===== src/rtl/stoch_sop_pkg.sv =====
// Shared types and defaults for the stochastic sum-of-products accumulator.
package stoch_sop_pkg;

  typedef enum logic [1:0] {
    IDLE = 2'd0,
    RUN  = 2'd1,
    HOLD = 2'd2
  } sop_state_t;

  localparam int unsigned SOP_N_PAIRS = 4;
  localparam int unsigned SOP_WIN_LEN = 256;

  // Counter width able to hold 0..win_len inclusive.
  function automatic int unsigned cnt_width(input int unsigned win_len);
    return $clog2(win_len + 1);
  endfunction

endpackage


===== src/rtl/sop_bit_core.sv =====
// Combinational AND-OR reduction over N_PAIRS bitstream pairs.
// STOCH_SOP_MASK_EN adds a per-pair enable mask.
module sop_bit_core #(
  parameter int unsigned N_PAIRS = 4
) (
  input  logic [N_PAIRS-1:0] a_bits,
  input  logic [N_PAIRS-1:0] b_bits,
`ifdef STOCH_SOP_MASK_EN
  input  logic [N_PAIRS-1:0] pair_mask,
`endif
  output logic               p_c
);

  // Unipolar multiply per pair, approximate add across pairs.
  always_comb begin
`ifdef STOCH_SOP_MASK_EN
    p_c = |(a_bits & b_bits & pair_mask);
`else
    p_c = |(a_bits & b_bits);
`endif
  end

endmodule


===== src/rtl/stoch_sop_accum.sv =====
// Stochastic sum-of-products unit: OR-of-ANDs per sample, ones counted over a
// WIN_LEN-sample window, result delivered on a valid/ready handshake.
// Optional feature: STOCH_SOP_MASK_EN adds the pair_mask input.
module stoch_sop_accum
  import stoch_sop_pkg::*;
#(
  parameter int unsigned N_PAIRS = SOP_N_PAIRS,
  parameter int unsigned WIN_LEN = SOP_WIN_LEN,
  parameter int unsigned CNT_W   = cnt_width(WIN_LEN)
) (
  input  logic               clk,
  input  logic               rst,
  input  logic               start,
  input  logic               bit_valid,
  input  logic [N_PAIRS-1:0] a_bits,
  input  logic [N_PAIRS-1:0] b_bits,
`ifdef STOCH_SOP_MASK_EN
  input  logic [N_PAIRS-1:0] pair_mask,
`endif
  output logic               y_bit,
  output logic               y_valid,
  output logic               busy,
  output logic               res_valid,
  input  logic               res_ready,
  output logic [CNT_W-1:0]   res_count
);

  localparam int unsigned SAMP_W = $clog2(WIN_LEN);
  localparam logic [SAMP_W-1:0] LAST_SAMP = SAMP_W'(WIN_LEN - 1);

  sop_state_t        state;
  logic [SAMP_W-1:0] samp_cnt;
  logic [CNT_W-1:0]  ones_cnt;
  logic              p_c;

  sop_bit_core #(
    .N_PAIRS (N_PAIRS)
  ) u_core (
    .a_bits    (a_bits),
    .b_bits    (b_bits),
`ifdef STOCH_SOP_MASK_EN
    .pair_mask (pair_mask),
`endif
    .p_c       (p_c)
  );

  // Product stream register, window FSM, counters and result handshake.
  always_ff @(posedge clk or posedge rst) begin
    if (rst) begin
      state     <= IDLE;
      y_bit     <= 1'b0;
      y_valid   <= 1'b0;
      busy      <= 1'b0;
      res_valid <= 1'b0;
      res_count <= '0;
      samp_cnt  <= '0;
      ones_cnt  <= '0;
    end else begin
      y_bit   <= p_c;
      y_valid <= bit_valid;
      case (state)
        IDLE: begin
          if (start) begin
            state    <= RUN;
            busy     <= 1'b1;
            samp_cnt <= '0;
            ones_cnt <= '0;
          end
        end
        RUN: begin
          if (bit_valid) begin
            if (samp_cnt == LAST_SAMP) begin
              // Final sample folds straight into the result; counters rearm.
              res_count <= ones_cnt + CNT_W'(p_c);
              res_valid <= 1'b1;
              busy      <= 1'b0;
              state     <= HOLD;
              samp_cnt  <= '0;
              ones_cnt  <= '0;
            end else begin
              samp_cnt <= samp_cnt + SAMP_W'(1);
              ones_cnt <= ones_cnt + CNT_W'(p_c);
            end
          end
        end
        HOLD: begin
          if (res_ready) begin
            res_valid <= 1'b0;
            samp_cnt  <= '0;
            ones_cnt  <= '0;
            if (start) begin
              state <= RUN;
              busy  <= 1'b1;
            end else begin
              state <= IDLE;
            end
          end
        end
        default: begin
          state     <= IDLE;
          busy      <= 1'b0;
          res_valid <= 1'b0;
        end
      endcase
    end
  end

endmodule


===== config.mk =====
export PLATFORM = sky130hd
export DESIGN_NAME = stoch_sop_accum
export DESIGN_NICKNAME = d
export VERILOG_FILES = /design/src/rtl/stoch_sop_pkg.sv /design/src/rtl/sop_bit_core.sv /design/src/rtl/stoch_sop_accum.sv
export SDC_FILE = /design/constraint.sdc
export NUM_CORES = 1
export LEC_CHECK = 0
export CAP_MARGIN = 30
export CORE_AREA = 2 2 59 61
export DETAILED_ROUTE_END_ITERATION = 8
export DIE_AREA = 0 0 61 63
export PLACE_DENSITY = 0.79
export SLEW_MARGIN = 10
export SYNTH_ARGS = -nofsm -noshare
export SYNTH_HDL_FRONTEND = slang
export SYNTH_HIERARCHICAL = 1
export SYNTH_SLANG_ARGS = --single-unit

===== constraint.sdc =====
create_clock -name clk -period 2.1 [get_ports clk]
set_input_delay 0.525 -clock clk [delete_from_list [all_inputs] [get_ports clk]]
set_output_delay 0.525 -clock clk [all_outputs]
set_load 0.05 [all_outputs]

---- Yosys cells after proc, flatten, opt, wreduce, memory -nomap -nowiden ----
Index checks and enable logic that the tools add are counted.
word-level totals
  input bits .............................. 13
  output and inout port bits .............. 13
  bits in registers ....................... 32
operators by class
  muxes and demuxes ....................... 25
  bitwise operators ....................... 2
  equal/unequal tests ..................... 7
  add/subtract/negate cells ............... 2
  reduce and logical (&&, ||, !) cells .... 8
operator list
  kind                                                                   count
  9-bit two-way mux                                                      4
  8-bit two-way mux                                                      4
  9-bit case mux with 3 select lines                                     1
  8-bit case mux with 3 select lines                                     1
  4-bit AND reduction                                                    3
  9-bit by 1-bit adder with 9-bit output                                 1
  8-bit by 1-bit adder with 8-bit output, second input constant          1
  8-bit equality test, second input constant                             1
  1-bit two-way mux                                                      8
  2-bit two-way mux                                                      4
  2-bit inequality test, second input constant                           4
  1-bit case mux with 3 select lines                                     2
  2-bit case mux with 3 select lines                                     1
  3-bit AND reduction                                                    2
  4-bit AND                                                              1
  4-bit OR reduction                                                     1
  3-bit nonzero test                                                     1
  2-bit by 1-bit equality test with 1-bit output, second input constant  1
  2-bit equality test, second input constant                             1
  2-bit logical NOT                                                      1
  1-bit inverter                                                         1

---- Longest topological paths before layout ----
Gate-level depths: netlist (run 1).
  depth in word-level cells ............... 6
  depth in mapped cells ................... 8

---- Hierarchy ----
Netlist (run 1), hierarchy kept.
by module, submodules not included
  module           area each (um^2)  instances  cells each  sequential area each (um^2)
  stoch_sop_accum  1621.6            1          147         800.8
  sop_bit_core     18.8              1          3           0.0

---- Worst setup path after synthesis (run 1) ----
OpenSTA, ideal clock, no wires.
  path type ............................... input to register
  start point ............................. input a_bits[0]
  end point ............................... register res_count[6]
  arrival ................................. 1825 ps
  slack ................................... 148 ps
  buffers on the path ..................... 1
  data required time ...................... 1973 ps
  stages on the path ...................... 8
  cell sequence ........................... a22oi_1 -> nand2_1 -> ha_1 -> ha_1 -> clkbuf_1 -> nand3_1 -> xnor2_1 -> mux2_1
between the ends
  longest elaborated chain between the ends .. 3
RTL lines
  item                                    line                   RTL
  start: declaration                      stoch_sop_accum.sv:15  input logic [N_PAIRS-1:0] a_bits,
  4-bit AND                               sop_bit_core.sv:19     p_c = |(a_bits & b_bits);
  4-bit OR reduction                      sop_bit_core.sv:19
  named net p_c                           stoch_sop_accum.sv:34  logic p_c;
  9-bit by 1-bit adder with 9-bit output  stoch_sop_accum.sv:74  res_count <= ones_cnt + CNT_W'(p_c);
  end signal: assignment                  stoch_sop_accum.sv:74
  end: declaration                        stoch_sop_accum.sv:25  output logic [CNT_W-1:0] res_count
The timed path passes the listed nets, and every way through them passes these cells.
A chain may end at the register's enable or synchronous reset.

---- Worst setup path after layout (run 1) ----
  start point ............................. register res_count[7]
  end point ............................... output res_count[7]
No word-level cell between the ends.

==> results, run 1 <==
- Summed over all cells, the static leakage comes to 0.937 nW.
- At the end of the flow the core is filled with cells to 0.625.
- The placed standard-cell area is 1950 um2.
- Counting instances, the worst hold path has a depth of 1.
- The smallest setup slack after layout is 0.0646 ns.
- The first global-routing pass estimated 5870 um of wire.
- The first-pass iteration count of the detailed router is 4.
- TritonCTS built the clock tree.
- The core region is 3230 um2.
- Counting the fill cells in the layout gives 269.
- Across the VDD grid, the largest voltage drop is 0.436 mV.
- Dividing the synthesized area by the synthesized cell count gives 10.9 um2.
- The buffer type at the clock tree root is sky130_fd_sc_hd__clkbuf_4.
- The cell area after layout is 2020 um2.
- Hold timing on the final database bottoms out at a slack of 0.489 ns.
- The start-to-end type of the worst setup path is reg -> out.
- The multiplexer fraction of the synthesized cell area is 0.0809.
- Of the total synthesized cell area, the portion taken by XOR and XNOR cells is 0.0374.
- The routed layout has 1297 vias.
- The critical path endpoint category is an output port.
- The routability-driven placement congestion ratio is 0.871.
- The setup clock skew after layout is 0.00889 ns.
- The count of hold-fix buffers inserted at cts is 0.
- The x dimension of the die is 61 um.
- The worst reg-to-reg path cell count is 6.
- The required time reported for the critical path endpoint is 1.57 ns.
- STA classifies the critical path startpoint as a flip-flop.
- Of the available clock period, the critical path in the final layout requires 0.969.
- At the pin with the least slew margin, the transition time is 0.498 ns.
- The sequential fraction of the synthesis area is 0.488.
- Pin placement for this block handled 26 I/O pins.
- The clock net in this run drives a total of 32 sinks.
- The worst-case headroom to the max-slew limit is 0.667.
- The synthesized design contains 32 register bits.
- For this run, the total global-route usage over all layers was measured as 0.204.
- The clock-pin slew reported for the worst setup and hold paths after clock tree synthesis is 0.10 ns.
- During placement, the flow inserted port buffers numbering 25.
- The number of core rows is 21.
- The main combinational cell family by area after synthesis is compound AO/OA/AOI/OAI gates.
- The critical path goes through clkdlybuf4s50_1.
- In this run the most critical hold path is launched from res_valid$_DFFE_PP0P_.
- The path class of the tightest hold or removal check is reg -> reg.
- Summed over all nets, the half-perimeter wirelength after detailed placement is 2450 um.
- The number of buffers on the longest clock path is 2.
- The number of antenna violations at the first check in global routing is 0.
- The setup violation total in the final timing report is 0.
- The finished layout holds 225 standard cells, fillers aside.
- The post-synthesis cell area is 1640 um2.
- The largest net degree at the start of global routing is 33.
- The source of the worst register-to-register timing path is samp_cnt[0]$_DFFE_PP0P_.
- The number of hold-slack violations in the final timing report was 0.
- The sum of overflow across all layers after global routing is 0.
- The number of max-slew violations in the final report came to 0.
- The detailed-route wire length is 3470 um.
- The post-layout net count is 195.
- The data arrival time of the worst path is 1.51 ns.
- Of the total synthesized cell area, the portion taken by full adders, half adders and majority gates is 0.0229.
- The starting utilization of the core area is 0.508.
- The worst register-to-register path has a setup slack of 0.29 ns.
- The number of maximum-capacitance violations is 0.
- The clock buffer count from CTS is 5.
- After detailed routing, the average wire length per cell comes to 15.4 um.
- The areal power density over the cells is 778 nW/um2.
- Of the cells placed in the final design, the portion with a size suffix greater than 1 is 0.117.
- The placement-stage worst setup slack is -0.260 ns.
- The H-tree was split into 2 levels.
- Measured along the y axis, the die boundary spans 63 um.
- The post-CTS repair timing setup buffer count is 0.
- The number of buffers and inverters on the critical path is 1.
- In this design, the stage delay of the slowest critical-path cell is 0.80 ns.
- The distinct cell type count after synthesis is 39.
- Dividing the detail-routed via count by the number of cells gives 5.76.
- Setup repair after global routing left no endpoint under its margin.
- The share of the synthesized area in compound gates (AO/OA/AOI/OAI) came to 0.180.
- The worst register-to-register path ends at res_count[4]$_DFFE_PP0P_.
- The number of antenna diodes in the final layout is 0.
- Among all stages on the critical path, the largest delay is contributed by sky130_fd_sc_hd__clkdlybuf4s50_1.
- Once placement completed, the tool counted placed cells totaling 218.
- The cell family contributing the most delay on the critical path is buffers and inverters.
- The flow ran to the end, and the final reports show no timing, DRC or antenna violations.
- The DRC violation total after the first TritonRoute iteration is 126.
- For hold timing, the worst endpoint is res_valid$_DFFE_PP0P_.
- The number of warnings reported in the yosys synthesis log is 6.
- After layout, the minimum clock period comes to 2.04 ns.
- For the worst-skew pair, the clock arrives at the later sink with an insertion delay of 0.34 ns.
- The count of mapped cells out of synthesis is 150.
- Of the total synthesized cell area, the portion taken by AND, OR, NAND and NOR gates is 0.140.
- Timing would allow up to 491 MHz.
- For this run, design rule violations remaining after detail routing come to 0.
- The via count of the first global-routing pass came to 1309.
- From synthesis to final layout, the design area changed by 23.2%.
- The net count after synthesis is 166.
- The area of the die is 3840 um2.
- The detail route stage leaves a number of antenna-violating nets equal to 0.
- The peak fanout along the critical path is 2.
[state kept, by name (all words and copies together), names as in the netlist]
register and flops:
y_valid 1, res_valid 1, state 2, y_bit 1, samp_cnt 8, busy 1
ones_cnt 9, res_count 9
[power breakdown]
part	total [mW]	internal, mW	switching [mW]
clock network	0.406	0.190	0.216
logic	0.324	0.165	0.159
registers	0.842	0.702	0.140
total	1.57	1.06	0.516
[cells by family (layout without fill, tap and decap cells)]
kind of cell,count (synthesis),after routing
AO/OA/AOI/OAI,42,42
AND/OR/NAND/NOR,42,42
flip-flops,32,32
multiplexers,12,12
buffers and inverters,12,41
XOR/XNOR,7,7
adder cells (fa/ha/maj),3,3
[stage by stage]
stage	power, mW	TNS, ns
final	1.57	0
after global routing	1.65	0
after CTS	1.58	0
after detailed placement	1.18	-1.73
after global placement	1.15	-1.03
after floorplan	1.08	0
[metal layers]
metal | up-vias | routed length (um) | global-route usage
met3 | 4 | 164 | 0.0704
met4 | 0 | 40 | 0.0598
li1 | 616 | - | -
met1 | 635 | 1420 | 0.240
met5 | - | 0 | 0
met2 | 42 | 1840 | 0.341
[cells in the final DEF, fill, tap and decap left out, drive strengths merged, types with 4 or more instances in the layout]
master,instances
nor2,4
a21oi,8
a22o,4
dfrtp,32
clkbuf,7
and3,4
nand3,11
a41oi,6
buf,8
xnor2,5
mux2,10
nand2,12
a31oi,10
clkdlybuf4s50,24
o21ai,6
[how the worst max path moves through the flow]
stage / slack [ns] / endpoint / startpoint / depth (start not counted)
floorplan: 0.15 / res_count[6]$_DFFE_PP0P_ / a_bits[0] / 8
global placement: -0.20 / res_count[6]$_DFFE_PP0P_ / a_bits[0] / 8
detailed placement: -0.26 / res_count[6]$_DFFE_PP0P_ / a_bits[2] / 8
CTS: 0.03 / busy / busy$_DFFE_PP0P_ / 1
global route: 0.007 / res_count[5] / res_count[5]$_DFFE_PP0P_ / 1
finish: 0.06 / res_count[7] / res_count[7]$_DFFE_PP0P_ / 1
[synthesized netlist by cell type]
cell / count / share of area
sky130_fd_sc_hd__a21o_1: 2 / 0.0092
sky130_fd_sc_hd__nor2_1: 3 / 0.0069
sky130_fd_sc_hd__nand3b_1: 3 / 0.014
sky130_fd_sc_hd__mux2_1: 8 / 0.055
sky130_fd_sc_hd__clkbuf_1: 2 / 0.0046
sky130_fd_sc_hd__ha_1: 3 / 0.023
sky130_fd_sc_hd__nor2_4: 1 / 0.0069
sky130_fd_sc_hd__buf_6: 4 / 0.027
sky130_fd_sc_hd__a32o_1: 1 / 0.0061
sky130_fd_sc_hd__buf_4: 1 / 0.0046
sky130_fd_sc_hd__o21ai_1: 1 / 0.0030
sky130_fd_sc_hd__nand4_1: 1 / 0.0038
sky130_fd_sc_hd__inv_1: 1 / 0.0023
sky130_fd_sc_hd__a31oi_1: 10 / 0.038
sky130_fd_sc_hd__nor2b_1: 1 / 0.0038
sky130_fd_sc_hd__o21ai_0: 5 / 0.015
sky130_fd_sc_hd__mux2_2: 2 / 0.014
sky130_fd_sc_hd__nand4b_1: 1 / 0.0053
sky130_fd_sc_hd__a22oi_1: 2 / 0.0092
sky130_fd_sc_hd__a21oi_1: 7 / 0.021
sky130_fd_sc_hd__xnor2_1: 5 / 0.027
sky130_fd_sc_hd__dfrtp_1: 32 / 0.49
sky130_fd_sc_hd__a21oi_4: 1 / 0.0099
sky130_fd_sc_hd__a21bo_1: 1 / 0.0061
sky130_fd_sc_hd__xor2_1: 2 / 0.011
sky130_fd_sc_hd__buf_2: 3 / 0.0092
sky130_fd_sc_hd__a22o_1: 4 / 0.021
sky130_fd_sc_hd__nand2_2: 1 / 0.0038
sky130_fd_sc_hd__and3_1: 4 / 0.015
sky130_fd_sc_hd__mux2i_1: 2 / 0.012
sky130_fd_sc_hd__nand2b_1: 3 / 0.011
sky130_fd_sc_hd__nand2_1: 11 / 0.025
sky130_fd_sc_hd__o21a_1: 1 / 0.0046
sky130_fd_sc_hd__clkbuf_2: 1 / 0.0030
sky130_fd_sc_hd__nor3_1: 1 / 0.0030
sky130_fd_sc_hd__and4_4: 1 / 0.0069
sky130_fd_sc_hd__a41oi_1: 6 / 0.032
sky130_fd_sc_hd__nand3_1: 11 / 0.034
sky130_fd_sc_hd__o22ai_1: 1 / 0.0038
[final cells by class]
class                      count  area, um2  area share
clock buffer                   7       65.1      0.0322
inverter                       1       3.75     0.00186
multi-input combinational    106        756       0.374
sequential                    32        801       0.396
tap                           46       57.6      0.0285
timing repair buffer          33        338       0.167
[timing repair]
action,CTS,global route
setup endpoints to repair,0,1
endpoints found under the hold margin,0,0
resized for setup,0,1
Note: power is estimated with default switching activity, not from simulation.
==> inputs of run 2 (changes only) <==
--- a/config.mk
+++ b/config.mk
@@ -6,10 +6,10 @@
 export NUM_CORES = 1
 export LEC_CHECK = 0
 export CAP_MARGIN = 30
-export CORE_AREA = 2 2 59 61
+export CORE_AREA = 2 2 77 79
 export DETAILED_ROUTE_END_ITERATION = 8
-export DIE_AREA = 0 0 61 63
-export PLACE_DENSITY = 0.79
+export DIE_AREA = 0 0 79 81
+export PLACE_DENSITY = 0.51
 export SLEW_MARGIN = 10
 export SYNTH_ARGS = -nofsm -noshare
 export SYNTH_HDL_FRONTEND = slang
==> run 2 against run 1 <==
Effect of this change:
- setup slack better by 0.022 ns
- cell area is 3.5% higher
- critical path depth grew 7
- fmax up 1.1%
- final cell count is 14% higher
- clock skew is 0.0015 ns lower
- hold slack worse by 0.015 ns
- critical path type is now in -> reg
- largest cell class unchanged
- largest power group unchanged
- highest routed layer unchanged
==> results, run 2 (same netlist as run 1, synthesis figures left out) <==
- The maximum frequency from static timing analysis is 497 MHz.
- Across every metal layer, demand over resource in global routing totals 0.122.
- In this run the tightest slew margin relative to its limit is 0.658.
- The clock-pin slew reported for the worst setup and hold paths after clock tree synthesis is 0.07 ns.
- The die covers 6400 um2.
- The via count of the first global-routing pass is 1225.
- The wire-length estimate of the detail-placed layout is 2490 um.
- The worst-case vdd ir drop is 0.412 mV.
- For this design the ratio of total power to cell area is 790 nW/um2.
- Buffers placed on the I/O ports in this run total 25.
- The setup clock skew after layout is 0.00738 ns.
- The initialized floorplan defines 28 standard-cell rows.
- Setup total negative slack on the finished layout was measured at 0 ns.
- The sum of overflow across all layers after global routing is 0.
- On the final layout, the worst hold slack is 0.474 ns.
- Measured along the x axis, the die boundary spans 79 um.
- The detailed-route vias per instance is 4.95.
- The kind of start point of the critical path is a primary input.
- The number of buffers on the longest clock path is 2.
- The clock tree synthesis step divided the H-tree into 2 levels.
- The critical path endpoint category is a flip-flop.
- In the final design database the tool counted 196 nets.
- The clock buffer count from CTS is 5.
- The antenna cell count is 0.
- In this run the vertical extent of the chip is 81 um.
- Setup repair after global routing left no endpoint under its margin.
- After detailed routing, the number of remaining DRC violations is 0.
- The clock net sink count is 32.
- The DRC violation total after the first TritonRoute iteration is 74.
- The clock network latency to the later pin of the worst-skew pair is 0.28 ns.
- The most common library cell in the layout ignoring fill and taps is sky130_fd_sc_hd__dfrtp_1.
- For the worst setup path, the data required time is 2.27 ns.
- The total power consumption of the routed design is 1.65 mW.
- The number of filler cells placed in the layout is 585.
- The setup violation total in the final timing report is 0.
- The tool flagged a number of max-cap violations equal to 0.
- The portion of the clock cycle consumed by the worst path in the final layout is 0.959.
- The worst path needs 2.01 ns of the cycle, external delays included.
- The number of antenna violations at the first check in global routing is 0.
- The largest registers in the layout are ones_cnt: 9 flops, res_count: 9 flops, samp_cnt: 8 flops.
- The path category of the worst min-delay check is reg -> reg.
- The initial utilization of the core area, before any placement, comes to 0.289.
- Of the cells placed in the final design, the portion with a size suffix greater than 1 is 0.155.
- The tree is rooted in a sky130_fd_sc_hd__clkbuf_8.
- The count of vias placed by the detailed router is 1266.
- The area growth from synthesis to layout is 27.5%.
- The peak fanout along the critical path is 8.
- At the end of routability-driven placement, the weighted congestion stood at 0.792.
- For the pin with the worst max-slew slack, the measured transition is 0.511 ns.
- The number of max-slew violations in the final report was 0.
- The pre-antenna-repair detailed-routing pass consisted of 4 iterations.
- In the final routed layout, each cell accounts on average for 13.9 um.
- The largest net degree at the start of global routing is 33.
- In the layout the commonest cells are sky130_fd_sc_hd__dfrtp_1 (32), sky130_fd_sc_hd__clkdlybuf4s50_1 (23), sky130_fd_sc_hd__nand3_1 (11), sky130_fd_sc_hd__nand2_1 (11), sky130_fd_sc_hd__a31oi_1 (10).
- The final layout contains routed wiring with a total length of 3550 um.
- The run finished with clean final reports.
- Pin placement for this block handled 26 I/O pins.
- For this design the static power due to leakage is 0.950 nW.
- The remaining antenna violation count after routing is 0.
- The area of the core is 5680 um2.
- Data on the critical path arrives at its endpoint at 2.18 ns.
- The number of hold-slack violations in the final timing report is 0.
- The first global-routing pass estimated 6070 um of wire.
- The setup path with the least slack is of type in -> reg.
- TritonCTS built the clock tree.
==> run 2: report_power, final <==
part | total [mW] | switching (mW) | internal, mW
sequential | 0.847 | 0.143 | 0.703
combinational | 0.324 | 0.158 | 0.166
clock | 0.482 | 0.221 | 0.261
total | 1.65 | 0.522 | 1.13
==> run 2: cell type report <==
cell class,instances,area (um2),area share
clock buffer,6,82.6,0.0395
clock inverter,2,10.0,0.00478
inverter,1,3.75,0.00179
multi-input combinational,106,763,0.365
sequential,32,801,0.383
tap,75,93.8,0.0449
timing repair buffer,34,338,0.161
==> run 2: worst paths after layout <==
check	startpoint	slack, ns	end	depth (start not counted)
min in group asynchronous	rst	0.63	ones_cnt[6]$_DFFE_PP0P_	3
worst max-delay path	a_bits[2]	0.09	res_count[6]$_DFFE_PP0P_	8
worst min-delay path	samp_cnt[7]$_DFFE_PP0P_	0.47	samp_cnt[7]$_DFFE_PP0P_	1
worst max register to register	samp_cnt[0]$_DFFE_PP0P_	0.28	res_count[4]$_DFFE_PP0P_	6
worst min register to register	samp_cnt[7]$_DFFE_PP0P_	0.47	samp_cnt[7]$_DFFE_PP0P_	1
max in group asynchronous	rst	1.17	samp_cnt[6]$_DFFE_PP0P_	3
==> run 2: metal layers <==
metal,wire length [um],vias to the layer above,track usage,part of all wire
li1,-,620,-,-
met1,1630,625,0.157,0.46
met2,1770,17,0.193,0.50
met3,98,4,0.0344,0.028
met4,49,0,0.0483,0.014
met5,0,-,0,0
==> run 2: critical path, stage by stage <==
cell and delay, ns:
sky130_fd_sc_hd__clkdlybuf4s50_1 0.45, sky130_fd_sc_hd__a22oi_1 0.08, sky130_fd_sc_hd__nand2_1 0.10, sky130_fd_sc_hd__ha_2 0.18
sky130_fd_sc_hd__ha_2 0.26, sky130_fd_sc_hd__nand3_1 0.14, sky130_fd_sc_hd__xnor2_1 0.15, sky130_fd_sc_hd__mux2_1 0.29
==> run 2: timing repair <==
item                       CTS  global route
resized for setup            1             2
hold buffers                 0             0
buffers inserted             0             0
setup endpoints to repair    1             4
pin swaps                    0             1
==> run 2: through the flow <==
step / util / setup slack [ns] / cells / instance area, um2
after floorplan: - / 0.148 / 150 / 1640
after global placement: 0.351 / -0.254 / 248 / 1990
after detailed placement: 0.351 / -0.289 / 248 / 1990
after CTS: 0.368 / 0.0729 / 256 / 2090
after global routing: 0.369 / 0.00264 / 256 / 2090
final: 0.369 / 0.0861 / 256 / 2090
==> inputs of run 3 (changes only) <==
--- a/config.mk
+++ b/config.mk
@@ -6,10 +6,11 @@
 export NUM_CORES = 1
 export LEC_CHECK = 0
 export CAP_MARGIN = 30
-export CORE_AREA = 2 2 77 79
+export CORE_AREA = 2 2 68 70
 export DETAILED_ROUTE_END_ITERATION = 8
-export DIE_AREA = 0 0 79 81
-export PLACE_DENSITY = 0.51
+export DIE_AREA = 0 0 70 72
+export PLACE_DENSITY = 0.62
+export SKIP_LAST_GASP = 1
 export SLEW_MARGIN = 10
 export SYNTH_ARGS = -nofsm -noshare
 export SYNTH_HDL_FRONTEND = slang
==> run 3 against run 2 <==
Effect of this change:
- via count up 2.1%
- clock power up 35%
- global-route usage up 2.3 points
- sequential power down 0.7%
- sequential share of layout area about the same
- die area down 21%
- final cell count down 9.4%
- fmax up 0.21%
==> results, run 3 (same netlist as run 1, synthesis figures left out) <==
- The sequential share of power is 0.465.
- The number of core rows is 24.
- The peak fanout along the critical path is 5.
- Setup repair after global routing could not meet its margin everywhere.
- The fraction of the core area covered by cells at the end of the flow is 0.490.
- After global routing the overflow that remains totals 0.
- Timing would allow up to 498 MHz.
- The worst setup path is launched from a primary input.
- The net count of the finished layout is 195.
- The setup violation total in the final timing report is 0.
- The worst pin sits at a relative slew slack of 0.665.
- Between clock sinks in the finished design, the worst skew comes to 0.00623 ns.
- The floorplan step defined a core boundary enclosing 4260 um2.
- The worst-case IR drop observed on VDD is 0.435 mV.
- The number of max-slew violations in the final report was 0.
- The capturing instance or port of the critical path is res_count[7]$_DFFE_PP0P_.
- Once routing completed, OpenROAD measured the worst setup slack at 0.0903 ns.
- Of the available clock period, the critical path in the final layout requires 0.957.
- The DRC violation count after routing is 0.
- At the worst endpoint, the required time is 2.27 ns.
- The number of antenna violations at the first check in global routing is 0.
- The H-tree was split into 2 levels.
- The setup slack on the worst flop-to-flop path is 0.29 ns.
- The data arrival time of the worst path is 2.18 ns.
- The global-route met2 utilization is 0.240.
- In this run, post-CTS hold repair placed 0 buffers.
- The path category of the worst min-delay check is reg -> reg.
- The antenna cell count is 0.
- The most used routing layer is met2.
- The analysis attributes to cell leakage a power of 0.957 nW.
- In this run the power density over the cells is 866 nW/um2.
- The endpoint identified for the worst register-to-register timing path is res_count[4]$_DFFE_PP0P_.
- Of the total power, the share spent switching nets is 0.290.
- In the layout the commonest cells are sky130_fd_sc_hd__dfrtp_1 (32), sky130_fd_sc_hd__clkdlybuf4s50_1 (25), sky130_fd_sc_hd__nand3_1 (11), sky130_fd_sc_hd__nand2_1 (11), sky130_fd_sc_hd__a31oi_1 (10).
- The DRC violation total after the first TritonRoute iteration is 68.
- TritonCTS created 5 clock buffers.
- The library cell used most frequently in the layout, excluding fill and tap cells, is sky130_fd_sc_hd__dfrtp_1.
- The worst register-to-register path has a depth of 6.
- The met1 track demand over resource is 0.169.
- The largest registers in the layout are ones_cnt: 9 flops, res_count: 9 flops, samp_cnt: 8 flops.
- The detailed-route wire length is 3370 um.
- The clock tree from TritonCTS is yes.
- The worst setup path is of the in -> reg kind.
- The design draws 1.81 mW.
- From bottom edge to top edge, the die measures 72 um.
- Of the total power, the clock network draws 0.359.
- The overall track demand over capacity in global routing is 0.145.
- The clock network latency to the later pin of the worst-skew pair is 0.29 ns.
- The number of hold-slack violations in the final timing report was 0.
- The root buffer cell chosen for the clock tree is sky130_fd_sc_hd__clkbuf_8.
- The share of total power dissipated in combinational logic is 0.177.
- The most critical setup path has its startpoint at a_bits[0].
- STA classifies the critical path endpoint as a flip-flop.
- In the final routed layout, each cell accounts on average for 14.5 um.
- At the pin with the least slew margin, the transition time is 0.501 ns.
- The remaining antenna violation count after routing is 0.
- The share of post-route cells with drive strength above 1 is 0.128.
- The via count of the first global-routing pass is 1269.
- The first-pass GRT wire length is 5690 um.
- Clock-pin slew was measured on the worst setup and hold paths at 0.07 ns.
- The count of vias placed by the detailed router is 1293.
- After layout, the minimum clock period comes to 2.01 ns.
- The detailed-route vias per instance is 5.57.
- The internal power is 1.29 mW.
- For this run, the detailed router's first-pass iteration total came to 6.
- Entering global routing, the biggest net connects 33 pins.
- The number of buffers on the longest clock path is 2.
- The starting utilization of the core area is 0.385.
- The x dimension of the die is 70 um.
- For met3 alone, demand over resource in global routing was 0.0569.
- The flow ran to the end, and the final reports show no timing, DRC or antenna violations.
- OpenSTA, run right after detailed placement, puts the worst setup slack at -0.271 ns.
- The clock net sink count is 32.
- The number of maximum-capacitance violations is 0.
- The source of the worst register-to-register timing path is samp_cnt[0]$_DFFE_PP0P_.
- During I/O placement, the number of pins put on the boundary was 26.
- The final HPWL from detailed placement is 2400 um.
- The area growth from synthesis to layout is 27.4%.
- The count of buffers added on input and output ports is 25.
- At the end of routability-driven placement, the weighted congestion stood at 0.765.
- The power spent charging and discharging nets is 0.525 mW.
- The area of the die is 5040 um2.
run 3: worst max-delay path: stages:
cell and delay [ns]:
sky130_fd_sc_hd__clkdlybuf4s50_1 0.40, sky130_fd_sc_hd__a22oi_1 0.19, sky130_fd_sc_hd__nand2_1 0.11, sky130_fd_sc_hd__ha_1 0.21, sky130_fd_sc_hd__buf_4 0.15, sky130_fd_sc_hd__nand4_1 0.10, sky130_fd_sc_hd__nor2_1 0.07, sky130_fd_sc_hd__xor2_1 0.14
sky130_fd_sc_hd__mux2_1 0.29
run 3: per-layer routing:
metal / up-vias / routed length [um]
met5: - / 0
met4: 0 / 54
met3: 7 / 144
met2: 24 / 1680
met1: 648 / 1490
li1: 614 / -
run 3: final cells by class:
cell class / count / area (um2)
tap: 52 / 65.1
timing repair buffer: 33 / 335
clock buffer: 7 / 96.3
inverter: 1 / 3.75
fill: 382 / 2170
multi-input combinational: 106 / 758
sequential: 32 / 801
clock inverter: 1 / 30.0
run 3: worst min-delay path by stage:
stage,endpoint,start,slack (ns),cells past startpoint
6_report,res_valid$_DFFE_PP0P_,res_valid$_DFFE_PP0P_,0.48,1
5_1_grt,res_valid$_DFFE_PP0P_,res_valid$_DFFE_PP0P_,0.51,1
4_1_cts,res_valid$_DFFE_PP0P_,res_valid$_DFFE_PP0P_,0.49,1
3_5_place_dp,res_valid$_DFFE_PP0P_,res_valid$_DFFE_PP0P_,0.47,1
3_3_place_gp,res_valid$_DFFE_PP0P_,res_valid$_DFFE_PP0P_,0.47,1
2_1_floorplan,samp_cnt[7]$_DFFE_PP0P_,samp_cnt[7]$_DFFE_PP0P_,0.44,1
run 3: power by group through the flow:
stage | sequential (mW) | combinational (mW) | clock (mW)
global route | 0.860 | 0.360 | 0.694
floorplan | 0.795 | 0.282 | 0
finish | 0.841 | 0.320 | 0.649
detailed placement | 0.846 | 0.322 | 0
CTS | 0.836 | 0.323 | 0.661
global placement | 0.837 | 0.304 | 0
run 3: what timing repair did:
item,in CTS,in global routing
endpoints found under the hold margin,0,0
gates resized for setup,0,1
endpoints found under the setup margin,0,4
buffers inserted,0,0
run 3: metrics by stage:
| stage | instances | hold slack, ns | instance area [um2] | TNS, ns |
|---|---|---|---|---|
| 2_1_floorplan | 150 | 0.442 | 1640 | 0 |
| 4_1_cts | 232 | 0.490 | 2090 | 0 |
| 5_1_grt | 232 | 0.506 | 2090 | -0.00154 |
| 6_report | 232 | 0.482 | 2090 | 0 |
| 3_5_place_dp | 224 | 0.469 | 1960 | -1.79 |
| 3_3_place_gp | 224 | 0.467 | 1960 | -1.17 |
